==> config.mk <==
export PLATFORM = sky130hd
export DESIGN_NAME = ines_loader
export DESIGN_NICKNAME = d
export VERILOG_FILES = /design/src/rtl/ines_loader.sv
export SDC_FILE = /design/constraint.sdc
export NUM_CORES = 1
export LEC_CHECK = 0
export ABC_AREA = 1
export CAP_MARGIN = 10
export CORE_MARGIN = 2
export CORE_UTILIZATION = 56
export CTS_CLUSTER_SIZE = 16
export DETAILED_ROUTE_END_ITERATION = 10
export GPL_TIMING_DRIVEN = 0
export PLACE_DENSITY = 0.88
export SYNTH_ARGS = -nofsm -noshare
export SYNTH_HDL_FRONTEND = slang
export SYNTH_SLANG_ARGS = --single-unit
export TNS_END_PERCENT = 10
==> constraint.sdc <==
create_clock -name clk -period 2.5 [get_ports clk]
set_clock_uncertainty 0.2 [all_clocks]
set_input_delay 0.25 -clock clk [delete_from_list [all_inputs] [get_ports clk]]
set_output_delay 0.25 -clock clk [all_outputs]
set_load 0.01 [all_outputs]
==> src/rtl/ines_loader.sv <==
// ines_loader: streams an iNES image into cart memory (PRG at 0x000000, CHR at 0x200000) and builds the mapper flags word.
// Optional macro INES_TRAINER_SKIP_EN: skip a 512-byte trainer instead of rejecting images that carry one.
module ines_loader #(
    parameter int PRG_MAX_BANKS = 128,
    parameter int CHR_MAX_BANKS = 255
) (
    input  logic        clk,
    input  logic        reset_n,
    input  logic [7:0]  indata,
    input  logic        indata_clk,
    output logic [21:0] mem_addr,
    output logic [7:0]  mem_data,
    output logic        mem_write,
    output logic [31:0] mapper_flags,
    output logic        done,
    output logic        error
);
    typedef enum logic [2:0] {
        S_HEADER,
`ifdef INES_TRAINER_SKIP_EN
        S_TRAINER,
`endif
        S_PRG,
        S_CHR,
        S_DONE,
        S_ERROR
    } state_t;

    state_t      r_state;
    logic [21:0] r_cnt;
    logic [7:0]  r_hdr4, r_hdr5, r_hdr6;
    logic [3:0]  r_hdr7;
    logic [21:0] r_mem_addr;
    logic [7:0]  r_mem_data;
    logic        r_mem_write;
    logic [31:0] r_flags;
    logic [7:0]  w_magic;
    logic [21:0] w_prg_last, w_chr_last;

    // Bank-count codes: ceil(log2(v)), 0 for v<=1, saturated to 3 bits.
    function automatic logic [2:0] f_clog2(input logic [7:0] v);
        logic [3:0] n;
        n = 4'd0;
        for (int i = 0; i < 8; i++)
            if (v > (8'd1 << i)) n = 4'(i + 1);
        return (n > 4'd7) ? 3'd7 : n[2:0];
    endfunction

    always_comb begin
        w_magic = (r_cnt[1:0] == 2'd0) ? 8'h4E :
                  (r_cnt[1:0] == 2'd1) ? 8'h45 :
                  (r_cnt[1:0] == 2'd2) ? 8'h53 : 8'h1A;
    end

    // 22-bit sizes: hdr4=128 lands exactly on 0x200000 without wrapping.
    assign w_prg_last   = {r_hdr4, 14'd0} - 22'd1;
    assign w_chr_last   = {1'b0, r_hdr5, 13'd0} - 22'd1;
    assign mem_addr     = r_mem_addr;
    assign mem_data     = r_mem_data;
    assign mem_write    = r_mem_write;
    assign mapper_flags = r_flags;
    assign done         = (r_state == S_DONE);
    assign error        = (r_state == S_ERROR);

    always_ff @(posedge clk or negedge reset_n) begin
        if (!reset_n) begin
            r_state     <= S_HEADER;
            r_cnt       <= 22'd0;
            r_hdr4      <= 8'd0;
            r_hdr5      <= 8'd0;
            r_hdr6      <= 8'd0;
            r_hdr7      <= 4'd0;
            r_mem_addr  <= 22'd0;
            r_mem_data  <= 8'd0;
            r_mem_write <= 1'b0;
            r_flags     <= 32'd0;
        end else begin
            r_mem_write <= 1'b0;
            if (indata_clk) begin
                case (r_state)
                    S_HEADER: begin
                        r_cnt <= r_cnt + 22'd1;
                        if (r_cnt[3:2] == 2'd0 && indata != w_magic) r_state <= S_ERROR;
                        case (r_cnt[3:0])
                            4'd4: begin
                                r_hdr4 <= indata;
                                if (indata == 8'd0 || {1'b0, indata} > 9'(PRG_MAX_BANKS)) r_state <= S_ERROR;
                            end
                            4'd5: begin
                                r_hdr5 <= indata;
                                if ({1'b0, indata} > 9'(CHR_MAX_BANKS)) r_state <= S_ERROR;
                            end
                            4'd6: r_hdr6 <= indata;
                            4'd7: r_hdr7 <= indata[7:4];
                            4'd15: begin
                                r_cnt   <= 22'd0;
                                r_flags <= {14'd0, r_hdr6[3], r_hdr6[1], r_hdr5 == 8'd0, r_hdr6[0],
                                            f_clog2(r_hdr5), f_clog2(r_hdr4), r_hdr7, r_hdr6[7:4]};
`ifdef INES_TRAINER_SKIP_EN
                                r_state <= r_hdr6[2] ? S_TRAINER : S_PRG;
`else
                                r_state <= r_hdr6[2] ? S_ERROR : S_PRG;
`endif
                            end
                            default: ;
                        endcase
                    end
`ifdef INES_TRAINER_SKIP_EN
                    S_TRAINER: begin
                        r_cnt <= r_cnt + 22'd1;
                        if (r_cnt == 22'd511) begin
                            r_cnt   <= 22'd0;
                            r_state <= S_PRG;
                        end
                    end
`endif
                    S_PRG: begin
                        r_mem_write <= 1'b1;
                        r_mem_addr  <= {1'b0, r_cnt[20:0]};
                        r_mem_data  <= indata;
                        r_cnt       <= r_cnt + 22'd1;
                        if (r_cnt == w_prg_last) begin
                            r_cnt   <= 22'd0;
                            r_state <= (r_hdr5 != 8'd0) ? S_CHR : S_DONE;
                        end
                    end
                    S_CHR: begin
                        r_mem_write <= 1'b1;
                        r_mem_addr  <= {1'b1, r_cnt[20:0]};
                        r_mem_data  <= indata;
                        r_cnt       <= r_cnt + 22'd1;
                        if (r_cnt == w_chr_last) begin
                            r_cnt   <= 22'd0;
                            r_state <= S_DONE;
                        end
                    end
                    default: ;
                endcase
            end
        end
    end
endmodule

==> reports/results.txt <==
outcome -> completed
DP HPWL -> 10300 um
Die Span X -> 104 um
Row Count -> 36
Core Footprint -> 9770 sq um
H-tree levels -> 3
FF-to-FF Start -> r_state[2]
TritonCTS Buffers -> 9
Routed wire per std cell -> 14.4 um
sw frac -> 41.5%
CP Class -> flip-flop to flip-flop
synth warn -> 0
drt drc -> 0
Seq/Total Area, Yosys -> 45.4%
routability cong. -> 0.900
drt pass-1 iters -> 5
CTS max path bufs -> 2
Worst R2R Setup Slack -> 0.17 ns
Worst EP required -> 2.56 ns
Comb power frac -> 43.4%
final instance area -> 6730 sq um
relative slew slack -> 60.6%
# IOs -> 76
clock root buffer master -> clkbuf_8
Initial Util -> 57.6%
startpoint type of the worst setup path -> flip-flop
Setup Viol. Count Final -> 0
R2R depth -> 9
nets -> 841
Max-Cap Viols -> 0
first-pass GRT wire length -> 23100 um
leakage -> 3.37 nW
number of library cell types mapped by synthesis -> 39
CP Capture Type -> flip-flop
detailed-route via count -> 5075
Fillers -> 820
gr usage total -> 26.7%
commonest non-fill, non-tap cells in the layout -> nand2_1 (231), dfrtp_1 (102), inv_1 (74), o21ai_0 (71), clkdlybuf4s50_1 (60)
Final ANT Viol Nets -> 0
P&R area growth vs syn -> 19.6%
synthesis-stage register bit count -> 102
Num Clock Sinks -> 102
TritonCTS clock tree -> yes
vias in the first global route -> 4830
commonest non-fill, non-tap cell in the layout -> nand2_1
worst r2r dst -> r_cnt[8]
clk slew on worst S/H paths -> 0.10 ns
min Tclk post-route -> 2.33 ns
initial antenna violation count -> 0
mapped cell area -> 5630 sq um
Antenna diodes -> 0
ys async rst share -> 100%
period utilisation layout -> 93.2%
Clk Latency, worst-skew pair -> 0.39 ns
die height -> 104 um
DRT iter0 DRCs -> 315
vias per std cell -> 5.31
maximum VDD drop -> 619 uV
Pwr Total -> 6.30 mW
unrepaired setup endpoints after global routing -> no
worst-path fanout max -> 10
PwrDens -> 936 nW/um^2
measured slew at the worst slew-check pin -> 0.591 ns
Synth Instances -> 726
Clk network pwr share -> 15.7%
Post-synth EDFFs -> 0
ys flop type -> dfrtp_1
drt total wl -> 13700 um
largest net degree at the start of global routing -> 72
fraction of layout cells with a size suffix above 1 -> 10.6%
area post-placement -> 6480 sq um
Seq pwr share -> 40.9%
Buffers on Ports -> 61
Psw -> 2.61 mW
syn avg cell area -> 7.75 sq um
Hold Vio Cnt, Final -> 0
grt ovf -> 0
fmax -> 0.429 GHz
Int Power -> 3.68 mW
Hold Path Class -> input port to async pin
crit path DAT -> 2.39 ns
DIE AREA -> 10900 sq um
fin. max-slew vios -> 0
## what timing repair did
item	4_1_cts	5_1_grt
hold buffers	1	0
endpoints found under the hold margin	31	0
buffers inserted	0	5
endpoints found under the setup margin	10	28
resized for setup	3	5
## routing by layer
metal | vias up | share of wire (%) | global-route usage [%] | wire length [um]
met5 | - | 0 | 0 | 0
met1 | 2411 | 42 | 35.4 | 5760
li1 | 2444 | - | - | -
met2 | 196 | 49 | 43.3 | 6710
met3 | 24 | 6.9 | 4.01 | 950
met4 | 0 | 2.3 | 12.7 | 323
## worst max-delay path, cell delays in order (launching register included)
cell      delay, ns
dfrtp_1        0.46
nor3_2         0.26
inv_1          0.15
nand2_4        0.13
inv_4          0.07
nor2_8         0.15
nor2_4         0.07
clkbuf_1       0.29
o21ai_0        0.29
o31ai_1        0.12
## registers in the layout (all words and copies together), names as in the netlist
name / cells
mem_addr: 22
r_cnt: 22
mapper_flags: 18
mem_data: 8
r_hdr4: 8
r_hdr5: 8
r_hdr6: 8
r_hdr7: 4
r_state: 3
mem_write: 1
## power by group through the flow
| stage | clock [mW] | sequential, mW | combinational, mW |
|---|---|---|---|
| after floorplan | 0 | 2.59 | 1.68 |
| after global placement | 0 | 2.58 | 2.55 |
| after detailed placement | 0 | 2.60 | 2.66 |
| after CTS | 1.02 | 2.57 | 2.70 |
| after global routing | 1.07 | 2.64 | 3.10 |
| final | 0.989 | 2.57 | 2.74 |
## worst max-delay path by stage
stage	from	depth (start not counted)	to
2_1_floorplan	r_hdr5[0]	14	r_cnt[15]
3_3_place_gp	reset_n	1	mem_addr[4]
3_5_place_dp	r_hdr5[0]	14	r_cnt[21]
4_1_cts	r_cnt[0]	9	mapper_flags[7]
5_1_grt	r_hdr5[1]	15	r_cnt[16]
6_report	r_state[2]	9	r_cnt[8]
## stage by stage
step	instances	util [%]	hold slack, ns	setup WS, ns	setup TNS, ns
3_5_place_dp	934	66.3	0.0274	-0.0239	-0.126
5_1_grt	956	68.8	0.175	0.0333	0
6_report	956	68.8	0.140	0.171	0
4_1_cts	951	68.3	0.141	0.0384	0
3_3_place_gp	933	66.0	0.258	-2.69	-273.41
2_1_floorplan	739	-	-0.246	0.397	0
## Yosys cell counts (all sizes together) (4+ instances only)
master  number  area (sq um)
a21oi       16          83.8
xor2        17           149
inv         81           309
nand4        4          25.0
dfrtp      102          2550
nand3       57           360
o21ai       78           394
nand2      237           907
buf         25           179
clkbuf       7          26.3
nor2        63           289
ha          12           150
nor3        10          60.1
xnor2        5          43.8
## cell families (layout without fill, tap and decap cells)
logic type,Yosys count,after routing,share of synthesized area (%)
other cells,1,14,0.0667
buf+inv,115,199,9.36
fa+ha+maj,12,12,2.67
xor+xnor,23,23,3.83
simple gates,371,371,29.2
flops,102,102,45.4
compound gates,102,102,9.52
## area by class of cell
cell class,count,area (sq um),share of cell area [%]
timing repair buffer,68,683,10.2
tap,133,166,2.47
clock buffer,10,128,1.90
multi-input combinational,522,2620,38.9
clock inverter,6,55.1,0.818
buffer,32,205,3.05
sequential,102,2550,37.9
inverter,83,322,4.78
Note: power is estimated with default switching activity, not from simulation.
